<file path="src/rtl/uart_rx_if.sv">
// Serial receive bundle: the rx line in, the received byte and status out.
// The slave side is the receiver, the master side drives the line and consumes bytes.
interface uart_rx_if;
  logic       rx;
  logic [7:0] data;
  logic       received;
  logic       frame_error;
  logic       busy;

  modport master (
    output rx,
    input  data,
    input  received,
    input  frame_error,
    input  busy
  );

  modport slave (
    input  rx,
    output data,
    output received,
    output frame_error,
    output busy
  );
endinterface

</file>
<file path="src/rtl/uart_rx.sv">
// 8N1 UART receiver: two-flop synchroniser, centre sampling at CLKDIV clk/bit,
// one-cycle strobes for good bytes and for bad stop bits.
module uart_rx #(
  parameter int CLKDIV = 16
) (
  input logic      clk,
  input logic      rst,
  uart_rx_if.slave bus
);
  localparam int W = $clog2(CLKDIV);
  localparam logic [W-1:0] HALF_M1 = W'(CLKDIV / 2 - 1);
  localparam logic [W-1:0] LAST    = W'(CLKDIV - 1);

  typedef enum logic [2:0] {
    IDLE,
    START,
    DATA,
    STOP,
    BRK
  } state_t;

  state_t         state, state_d;
  logic           s1, rx_s;
  logic [W-1:0]   cnt, cnt_d;
  logic [2:0]     idx, idx_d;
  logic [7:0]     shreg, shreg_d;
  logic [7:0]     data_q, data_d;
  logic           rcv_q, rcv_d;
  logic           fe_q, fe_d;

  always_ff @(posedge clk) begin
    if (rst) begin
      s1   <= 1'b1;
      rx_s <= 1'b1;
    end else begin
      s1   <= bus.rx;
      rx_s <= s1;
    end
  end

  always_ff @(posedge clk) begin
    if (rst) begin
      state  <= IDLE;
      cnt    <= '0;
      idx    <= '0;
      shreg  <= '0;
      data_q <= '0;
      rcv_q  <= 1'b0;
      fe_q   <= 1'b0;
    end else begin
      state  <= state_d;
      cnt    <= cnt_d;
      idx    <= idx_d;
      shreg  <= shreg_d;
      data_q <= data_d;
      rcv_q  <= rcv_d;
      fe_q   <= fe_d;
    end
  end

  always_comb begin
    state_d = state;
    cnt_d   = (cnt == LAST) ? '0 : cnt + 1'b1;
    idx_d   = idx;
    shreg_d = shreg;
    data_d  = data_q;
    rcv_d   = 1'b0;
    fe_d    = 1'b0;
    unique case (state)
      IDLE: begin
        cnt_d = '0;
        if (!rx_s) state_d = START;
      end
      // half-bit check realigns the counter to bit centres
      START: begin
        if (cnt == HALF_M1) begin
          cnt_d   = '0;
          idx_d   = '0;
          state_d = rx_s ? IDLE : DATA;
        end
      end
      DATA: begin
        if (cnt == LAST) begin
          shreg_d[idx] = rx_s;
          idx_d        = idx + 3'd1;
          if (idx == 3'd7) state_d = STOP;
        end
      end
      STOP: begin
        if (cnt == LAST) begin
          if (rx_s) begin
            data_d  = shreg;
            rcv_d   = 1'b1;
            state_d = IDLE;
          end else begin
            fe_d    = 1'b1;
            state_d = BRK;
          end
        end
      end
      BRK: begin
        cnt_d = '0;
        if (rx_s) state_d = IDLE;
      end
      default: state_d = IDLE;
    endcase
  end

  assign bus.data        = data_q;
  assign bus.received    = rcv_q;
  assign bus.frame_error = fe_q;
  assign bus.busy        = (state != IDLE);
endmodule

</file>
<file path="src/flat_wrapper.sv">
// flat-port wrapper written by rule: the top's interface ports become plain ports
module uart_rx_flat 
#(
  parameter int CLKDIV = 16
)
  (clk, rst, bus_rx, bus_data, bus_received, bus_frame_error, bus_busy);
  uart_rx_if bus_i ();
  input logic clk;
  input logic rst;
  input wire logic [$bits(bus_i.rx)-1:0] bus_rx;
  output wire logic [$bits(bus_i.data)-1:0] bus_data;
  output wire logic [$bits(bus_i.received)-1:0] bus_received;
  output wire logic [$bits(bus_i.frame_error)-1:0] bus_frame_error;
  output wire logic [$bits(bus_i.busy)-1:0] bus_busy;
  assign bus_i.rx = bus_rx;
  assign bus_data = bus_i.data;
  assign bus_received = bus_i.received;
  assign bus_frame_error = bus_i.frame_error;
  assign bus_busy = bus_i.busy;
  uart_rx #(.CLKDIV(CLKDIV)) u_core (.clk(clk), .rst(rst), .bus(bus_i));
endmodule
</file>
<file path="config.mk">
export PLATFORM = sky130hd
export DESIGN_NAME = uart_rx_flat
export DESIGN_NICKNAME = d
export VERILOG_FILES = /design/src/rtl/uart_rx_if.sv /design/src/rtl/uart_rx.sv /design/src/flat_wrapper.sv
export SDC_FILE = /design/constraint.sdc
export NUM_CORES = 1
export LEC_CHECK = 0
export ABC_AREA = 1
export CAP_MARGIN = 25
export CORE_ASPECT_RATIO = 1.4
export CORE_MARGIN = 8
export CORE_UTILIZATION = 49
export DETAILED_ROUTE_END_ITERATION = 10
export PLACE_DENSITY_LB_ADDON = 0.1
export SYNTH_ARGS = -nofsm -noshare
export SYNTH_HDL_FRONTEND = slang
export SYNTH_SLANG_ARGS = --single-unit
</file>
<file path="constraint.sdc">
create_clock -name clk -period 1.28 [get_ports clk]
set_clock_uncertainty 0.05 [all_clocks]
set_input_delay 0.128 -clock clk [delete_from_list [all_inputs] [get_ports clk]]
set_output_delay 0.128 -clock clk [all_outputs]
set_load 0.02 [all_outputs]
</file>
# After elaboration in Yosys (flattened, before gate mapping)
# Cells that the tools add are included.
[op_classes]
n_eq_ne = 13
add_sub_neg = 2
muxes = 20
order_cmp = 2
shift = 0
mul = 0
n_bitwise = 2
n_reduce_logical = 10
n_div = 0
[op_table]
columns = ["op", "n"]
rows = [
  ["2-to-1 mux 3 bit", 9],
  ["case mux 3 bit (5 select lines)", 1],
  ["inequality test 2 x 1 -> 1 bit (second input constant)", 5],
  ["bitwise mux 8 bit", 1],
  ["2-to-1 mux 4 bit", 2],
  ["case mux 4 bit (2 select lines)", 1],
  ["== test 3 x 2 -> 1 bit (second input constant)", 2],
  ["== test 3 bit (second input constant)", 2],
  ["case mux 3 bit (2 select lines)", 1],
  ["AND reduction 3 bit", 2],
  ["AND reduction 6 bit", 1],
  ["adder 4 x 1 -> 4 bit (second input constant)", 1],
  ["== test 4 x 3 -> 1 bit (second input constant)", 1],
  ["== test 4 bit (second input constant)", 1],
  ["< comparator 3 x 4 -> 1 bit (second input constant)", 1],
  ["adder 3 x 1 -> 3 bit (second input constant)", 1],
  ["demux 1 bit (select 3 bit)", 1],
  ["== test 3 x 1 -> 1 bit (second input constant)", 1],
  ["greater-or-equal comparator 3 x 1 -> 1 bit (second input constant)", 1],
  ["zero test 3 bit", 1],
  ["2-to-1 mux 1 bit", 3],
  ["nonzero test 3 bit", 1],
  ["OR reduction 3 bit", 1],
  ["2-to-1 mux 2 bit", 1],
  ["6 further kinds", 7],
]
[word_totals]
reg_bits = 30
ram_bits = 0
elab_cells = 58
mem_count = 0
rom_bits = 0
latch_bits = 0
output_inout_bits = 11

# Logic depth before layout (Yosys ltp)
# Gate-level depths: netlist of run 1.
[logic_depth]
ltp_word = 5
mapped_depth = 9

# Least setup slack after synthesis of run 1
# OpenSTA, ideal clock, no wires.
[synth_timing]
path_kind = "register to register"
startpoint = "register u_core.cnt[0]"
endpoint = "register u_core.data_q[1], in the netlist u_core.bus.data[1]"
setup_slack_ps = -70
path_stages_with_launch = 7
arrival_ps = 1234
path_buffers = 1
required_time_ps = 1164
cell_sequence = "dfxtp_1 ha_1 nand3_2 nor3_2 buf_4 o21ai_1 a21oi_2"
[synth_between]
elab_chain_cells = 2
[synth_rtl]
columns = ["element", "line", "source"]
rows = [
  ["from (decl)", "uart_rx.sv:24", "logic [W-1:0] cnt, cnt_d;"],
  ["from (signal assigned)", "uart_rx.sv:52", "cnt <= cnt_d;"],
  ["== test 4 bit", "uart_rx.sv:90", "if (cnt == LAST) begin"],
  ["AND reduction 3 bit (no line)", "--", ""],
  ["to (signal assigned)", "uart_rx.sv:55", "data_q <= data_d;"],
  ["to (decl)", "uart_rx.sv:27", "logic [7:0] data_q, data_d;"],
]
# Every way passes these cells.
# A chain may end at the register's enable or synchronous reset.

# Final worst setup path of run 1
[layout_timing]
startpoint = "register u_core.cnt[1]"
endpoint = "register u_core.idx[2]"
[layout_between]
elab_chain_cells = 3
word_cells_on_any_way = 5
cone_classes = "eq/ne: 4; reduce/logical: 1"
[layout_rtl]
columns = ["element", "line", "source"]
rows = [
  ["== test 4 bit or == test 4 x 3 -> 1 bit (tied branches)", "uart_rx.sv:83, uart_rx.sv:76", ""],
  ["inequality test 2 x 1 -> 1 bit (no line)", "--", ""],
  ["AND reduction 3 bit (no line) *", "--", ""],
  ["to (signal assigned)", "uart_rx.sv:53", "idx <= idx_d;"],
  ["to (decl)", "uart_rx.sv:25", "logic [2:0] idx, idx_d;"],
]
# Every way passes the cells marked *; elsewhere a longest branch is shown, timed or not.

==> results of run 1 <==
==> power groups by stage <==
stage | clock, µW | sequential (µW) | combinational [µW]
after floorplan | 0 | 1010 | 223
final | 753 | 1010 | 401
after global placement | 0 | 1020 | 374
after global routing | 809 | 1010 | 438
after detailed placement | 0 | 1020 | 384
after CTS | 779 | 1000 | 385
==> critical path, cell delays in order, from the launching register on <==
cell     delay [ps]
dfxtp_2         370
ha_4            170
nand3_4         130
nor2_4          180
buf_4           120
buf_4            90
buf_4            90
nand2_1          40
a21oi_1         120
==> per-stage QoR <==
stage	hold WS (ps)	utilization (%)
final	308.4	70.02
after global routing	303.7	70.02
after CTS	291.9	67.31
after detailed placement	352.6	62.28
after global placement	343.3	62.28
after floorplan	181.8	-
==> registers in the layout, summed over array words and instances, names as in the netlist <==
name	flops
u_core.bus.received	1
u_core.bus.frame_error	1
u_core.shreg	8
u_core.s1	1
u_core.bus.data	8
u_core.state	3
u_core.idx	3
u_core.rx_s	1
u_core.cnt	4
==> area by class of cell <==
class | instances | area, µm²
inverters | 15 | 56.30
clock buffers | 5 | 37.54
flip-flops and latches | 30 | 606.8
repair buffers | 36 | 302.8
clock inverters | 3 | 40.04
well taps | 36 | 45.04
multi-input cells | 124 | 723.2
fillers | 250 | 775.7
==> cell families (layout without fill, tap and decap cells) <==
logic type | after synthesis | in the layout | synth area share, %
AOI/OAI and AO/OA | 27 | 27 | 11.24
xor gates and xnor gates | 2 | 2 | 1.345
adders and majority gates | 3 | 3 | 2.882
buffers and inverters | 19 | 59 | 5.955
DFF | 30 | 30 | 46.11
and+or+nand+nor | 92 | 92 | 32.47
==> layer usage <==
layer / vias up / wire, µm
li1: 639 / -
met1: 604 / 1240
met2: 23 / 1818
met3: 7 / 115
met4: 0 / 81
met5: - / 0
==> layout by cell type, fill, tap and decap left out, types with 3 or more instances in the layout <==
cell and count:
inv_2 4, o21ai_0 3, nand2_1 27, inv_1 11, dfxtp_2 5, dlygate4sd2_1 10, clkbuf_4 5, dfxtp_1 25
nor2_1 25, nor3_1 3, o21ai_1 9, nor2_2 8, buf_4 20, nor2_4 5, a21oi_1 10, nand3_1 8
nand4_1 4, buf_6 3, nand2_2 3
==> how the worst max path moves through the flow <==
| stage | depth (start not counted) | to |
|---|---|---|
| global route | 9 | u_core.shreg[1] |
| floorplan | 8 | u_core.state[1] |
| CTS | 9 | u_core.shreg[1] |
| finish | 8 | u_core.idx[2] |
| detailed placement | 8 | u_core.state[2] |
| global placement | 3 | bus_busy |
==> repair_timing <==
| item | in CTS | in global routing |
|---|---|---|
| endpoints found under the setup margin | 32 | 24 |
| cloned | 1 | 0 |
| pin swaps | 9 | 12 |
| resized for setup | 28 | 14 |
| buffers inserted | 1 | 4 |
==> results.md, run 1 <==
* Final critical-path share of the clock period at 111.7%
* First-pass GRT wire length at about 5.5 mm
* Die Y at approximately 77 µm
* Antenna diodes at 0
* Final-report max-slew violation count at 0
* Cell Count, Final, Fillers Out at between 200 and 250
* Power Internal at 1553 µW
* Flops & latches, synth at 30
* Sequential element share of the synthesized area at approximately 46%
* Reg2reg path depth at 8
* Mapped Nets at ~180
* Gr busiest metal: met2
* Die area at 4587 µm²
* Cells after synthesis at approximately 170
* Worst ir drop on vdd at 0.9407 mV
* CP Max Fanout at 4
* Total wire length at 3.256 mm
* Htree depth at 2
* Root Buffer: clkbuf_4
* Post-DP HPWL at roughly 2.2 mm
* Total Routing Usage GR at ~15%
* RSZ-0062 raised after global routing: true
* Hold Crit Class: input pin to flip-flop
* Rows at 22
* Top Ports at 14
* Critical Path AT at 1660 ps
* Overall power at between 2000 and 2500 µW
* Yosys top cell by area: dfxtp_1
* Ys Warns at 0
* Setup CP Type: flip-flop to flip-flop
* Reg-to-reg slack, setup at -150 ps
* Clock Power Share at a little over a third
* Clk_lat worst skew at 340 ps
* Die X at about 60 µm
* Placed cells at ~240
* Vias at around 1.3k
* Final setup vio count at 21
* Switching share of power at about 28%
* Number of flops mapped to enable cells by yosys at 0
* Failing checks: setup timing
* Power density over cell area at roughly 1200 nW/µm²
* Syn Std Cell Area at ~1300 µm²
* Most frequent cell after synthesis: nor2_1
* TNS Setup at -1870 ps
* Max cap viols at 0
* Initial antenna violation count at 0
* Synth cell count leaders: 34 x nor2_1, 30 x dfxtp_1, 29 x nand2_1
* Sequential power share at between 40% and 50%
* Clock Tree Buf Depth at 2
* Comb pwr share at a little under a fifth
* Post-synthesis async set-or-reset flop share at 0%
* Vias in the first global route at 1257
* Top FF cell, synth: dfxtp_1
* WL/cell at 13.08 µm
* Pleak at 0.0008198 µW
* Drt via density at between 5 and 6
* Critical Path Start: u_core.cnt[1]
* CTS tree: done
* Status: complete, but fails checks
* Hold_sp: bus_rx
* Critical Path RT at about 1500 ps
* DRT iter0 DRCs at between 40 and 50
* GR Util met3 at approximately 4.5%
* Initial Utilization at around half
* Post-synthesis cell type count at 26
* Clock transition at path regs at roughly 100 ps
* Largest net degree at the start of global routing at 16
* DRT antenna net count at 0
* DP Area at approximately 1600 µm²
* Final Hold Fails at 0
* Setup ws final at -149.9 ps
* Critical Path Start Type: flip-flop
* Core ar. at 2587 µm²
* R2r startpoint: u_core.cnt[1]
* 1st-pass router iterations at 4
* Layout cell share with drive strength beyond 1 at roughly a third
* Tmin final at 1430 ps
* Area fraction of the dominant cell type after synthesis at a little under half
* Peak Freq at between 600 and 700 MHz
* Cells on Worst Hold Path at 2
* Routing usage on met2 at roughly 28%
* Num Clock Sinks at 30
* CTS Buf Count at 5
* FF-to-FF End: u_core.idx[2]
* Grt met1 use at around 15%
* Switching power at between 600 and 700 µW
* Post-CTS Hold Buffers at 0
* Area Growth Syn to Fin at 39.10%
* GP Congestion at ~0.86
* PortBufs at 13
* Nature of the critical path endpoint: flip-flop
* Drt drc at 0
* Layout Nets at 218
* Grt total ovfl at 0
* Pre-CTS setup slack at -76.50 ps
* Slew headroom at between 70 and 80%
* Worst slew pin tran at 419.5 ps
* Final instance area at roughly 1800 µm²
* Synth area leaders: dfxtp_1 46%, nor2_1 9.8%, nand2_1 8.4%
* Syn Area/Cell at around 7.5 µm²
* Worst hold endpoint: u_core.s1
Note: power is estimated with default switching activity, not from simulation.
==> inputs of run 2 (changes only) <==
--- a/config.mk
+++ b/config.mk
@@ -11,6 +11,7 @@
 export CORE_MARGIN = 8
 export CORE_UTILIZATION = 49
 export DETAILED_ROUTE_END_ITERATION = 10
+export GPL_ROUTABILITY_DRIVEN = 0
 export PLACE_DENSITY_LB_ADDON = 0.1
 export SYNTH_ARGS = -nofsm -noshare
 export SYNTH_HDL_FRONTEND = slang
==> results of run 2 <==
No change in the layout: final DEF, timing and power equal those of run 1.
==> inputs of run 3 (changes only) <==
--- a/config.mk
+++ b/config.mk
@@ -12,7 +12,7 @@
 export CORE_UTILIZATION = 49
 export DETAILED_ROUTE_END_ITERATION = 10
 export GPL_ROUTABILITY_DRIVEN = 0
-export PLACE_DENSITY_LB_ADDON = 0.1
+export PLACE_DENSITY = 0.77
 export SYNTH_ARGS = -nofsm -noshare
 export SYNTH_HDL_FRONTEND = slang
 export SYNTH_SLANG_ARGS = --single-unit
==> results.md, run 3 (synthesized netlist as in run 1, its figures left out) <==
* Area Growth Syn to Fin at 36.02%
* 1st-pass router iterations at 4
* WL/cell at 12.39 µm
* Worst slew pin tran at around 420 ps
* Total Routing Usage GR at roughly 14%
* Status: complete, but fails checks
* Slew headroom at ~70%
* DRT antenna net count at 0
* DP Area at approximately 1600 µm²
* Hold WS at approximately 330 ps
* Pre-CTS setup slack at -88.36 ps
* Worst ir drop on vdd at 0.7663 mV
* Root Buffer: clkbuf_4
* Initial antenna violation count at 0
* Critical Path RT at around 1500 ps
* Die X at a little under 60 µm
* Die area at ~4600 µm²
* Met2 wire len at 1.643 mm
* Placed cells at 238
* Critical Path AT at approximately 1600 ps
* Vias at 1266
* RSZ-0062 raised after global routing: true
* Final instance area at about 1800 µm²
* DRT iter0 DRCs at 44
* Hold Crit Class: input pin to flip-flop
* CTS tree: done
* Max cap viols at 0
* Clock transition at path regs at around 90 ps
* Tmin final at 1380 ps
* Failing checks: setup timing
* Commonest non-fill, non-tap cell in the layout: nor2_1
* CTS Buf Count at 5
* Layout cell share with drive strength beyond 1 at around a third
* Clock Tree Buf Depth at 2
* Clk_lat worst skew at 320 ps
* Nature of the critical path endpoint: flip-flop
* Die Y at between 70 and 80 µm
* CP Max Fanout at 7
* First-pass GRT wire length at 5.106 mm
* TNS Setup at -1139 ps
* Grt total ovfl at 0
* Antenna diodes at 0
* Fillers at 238
* Pleak at a little over 0.0008 µW
* Htree depth at 2
* Setup CP Type: flip-flop to flip-flop
* Critical Path Start Type: flip-flop
* Post-DP HPWL at 2.183 mm
* PortBufs at 13
* Final Hold Fails at 0
* Power density over cell area at 1092 nW/µm²
* Reg-to-reg slack, setup at -100 ps
* Total wire length at 3.072 mm
* Final setup vio count at 21
* Met3 routed WL at around 150 µm
* Post-CTS Hold Buffers at 0
* Rows at 22
* Vias in the first global route at approximately 1.3k
* Layout Nets at between 200 and 250
* Wl on met1 at ~1.2 mm
* Cell Count, Final, Fillers Out at 248
* Commonest cells after routing, fill and taps aside: 28 x nor2_1, 26 x dfxtp_1, 25 x nand2_1
* Drt drc at 0
* Num Clock Sinks at 30
* Core ar. at between 2000 and 3000 µm²
* Largest net degree at the start of global routing at 16
* Initial Utilization at 50.34%
* Final critical-path share of the clock period at 107.8%
* Drt via density at roughly 5.1
* Peak Freq at around 720 MHz
* Top Ports at 14
* Final-report max-slew violation count at 0
* Setup ws final at -100.0 ps
* Highest Signal Layer: met4
run 3: changes by cell type in the layout (fill, tap and decap cells not counted), moves of 2 or more:
cell      change
buf_4         +2
clkinv_2      -2
inv_1         +2
inv_2         -3
nand2_1       -2
nand2_2       +2
nor2_1        +3
nor2_2        -2
o21ai_0       -2
o21ai_2       +2
run 3: what timing repair did:
item | 4_1_cts | 5_1_grt
buffers inserted | 2 | 1
endpoints found under the setup margin | 32 | 26
resized for setup | 22 | 17
cloned | 1 | 0
pin swaps | 7 | 9
run 3: final cells by class:
cell class	instances	area, µm²	area share, %
multi-input combinational	124	710.7	40.11
sequential	30	605.6	34.18
timing repair buffer	37	300.3	16.95
inverter	15	58.81	3.319
clock buffer	6	51.30	2.895
tap	36	45.04	2.542
run 3: critical path: stages, from the launching register on:
cell	delay, ps
dfxtp_2	360
ha_4	160
nand3_4	130
nor3_4	270
inv_2	130
nor2_1	120
nor2_1	60
run 3: final timing paths:
kind | startpoint | endpoint | cells after the start
setup reg to reg | u_core.cnt[1] | u_core.bus.data[6] | 6
setup / recovery | u_core.cnt[1] | u_core.bus.data[6] | 6
hold / removal | bus_rx | u_core.s1 | 2
hold reg to reg | u_core.s1 | u_core.rx_s | 1
run 3: through the flow:
step	total power [µW]	utilization (%)
finish	1935	68.47
global route	2030	68.47
CTS	1937	66.59
detailed placement	1404	63.15
global placement	1392	63.15
floorplan	1238	-
run 3: routing by layer:
metal  up-vias  GRT usage, %
li1        643             -
met1       589         13.53
met5         -             0
met2        27         25.49
met4         0         8.873
met3         7         3.339
run 3: power breakdown:
part / leakage (µW) / switching, µW / internal [µW] / total [µW]
Clock: 0.0000302 / 288 / 247 / 535
Sequential: 0.000244 / 31.8 / 968 / 1000
Combinational: 0.000533 / 227 / 173 / 400
Total: 0.000808 / 547 / 1390 / 1930
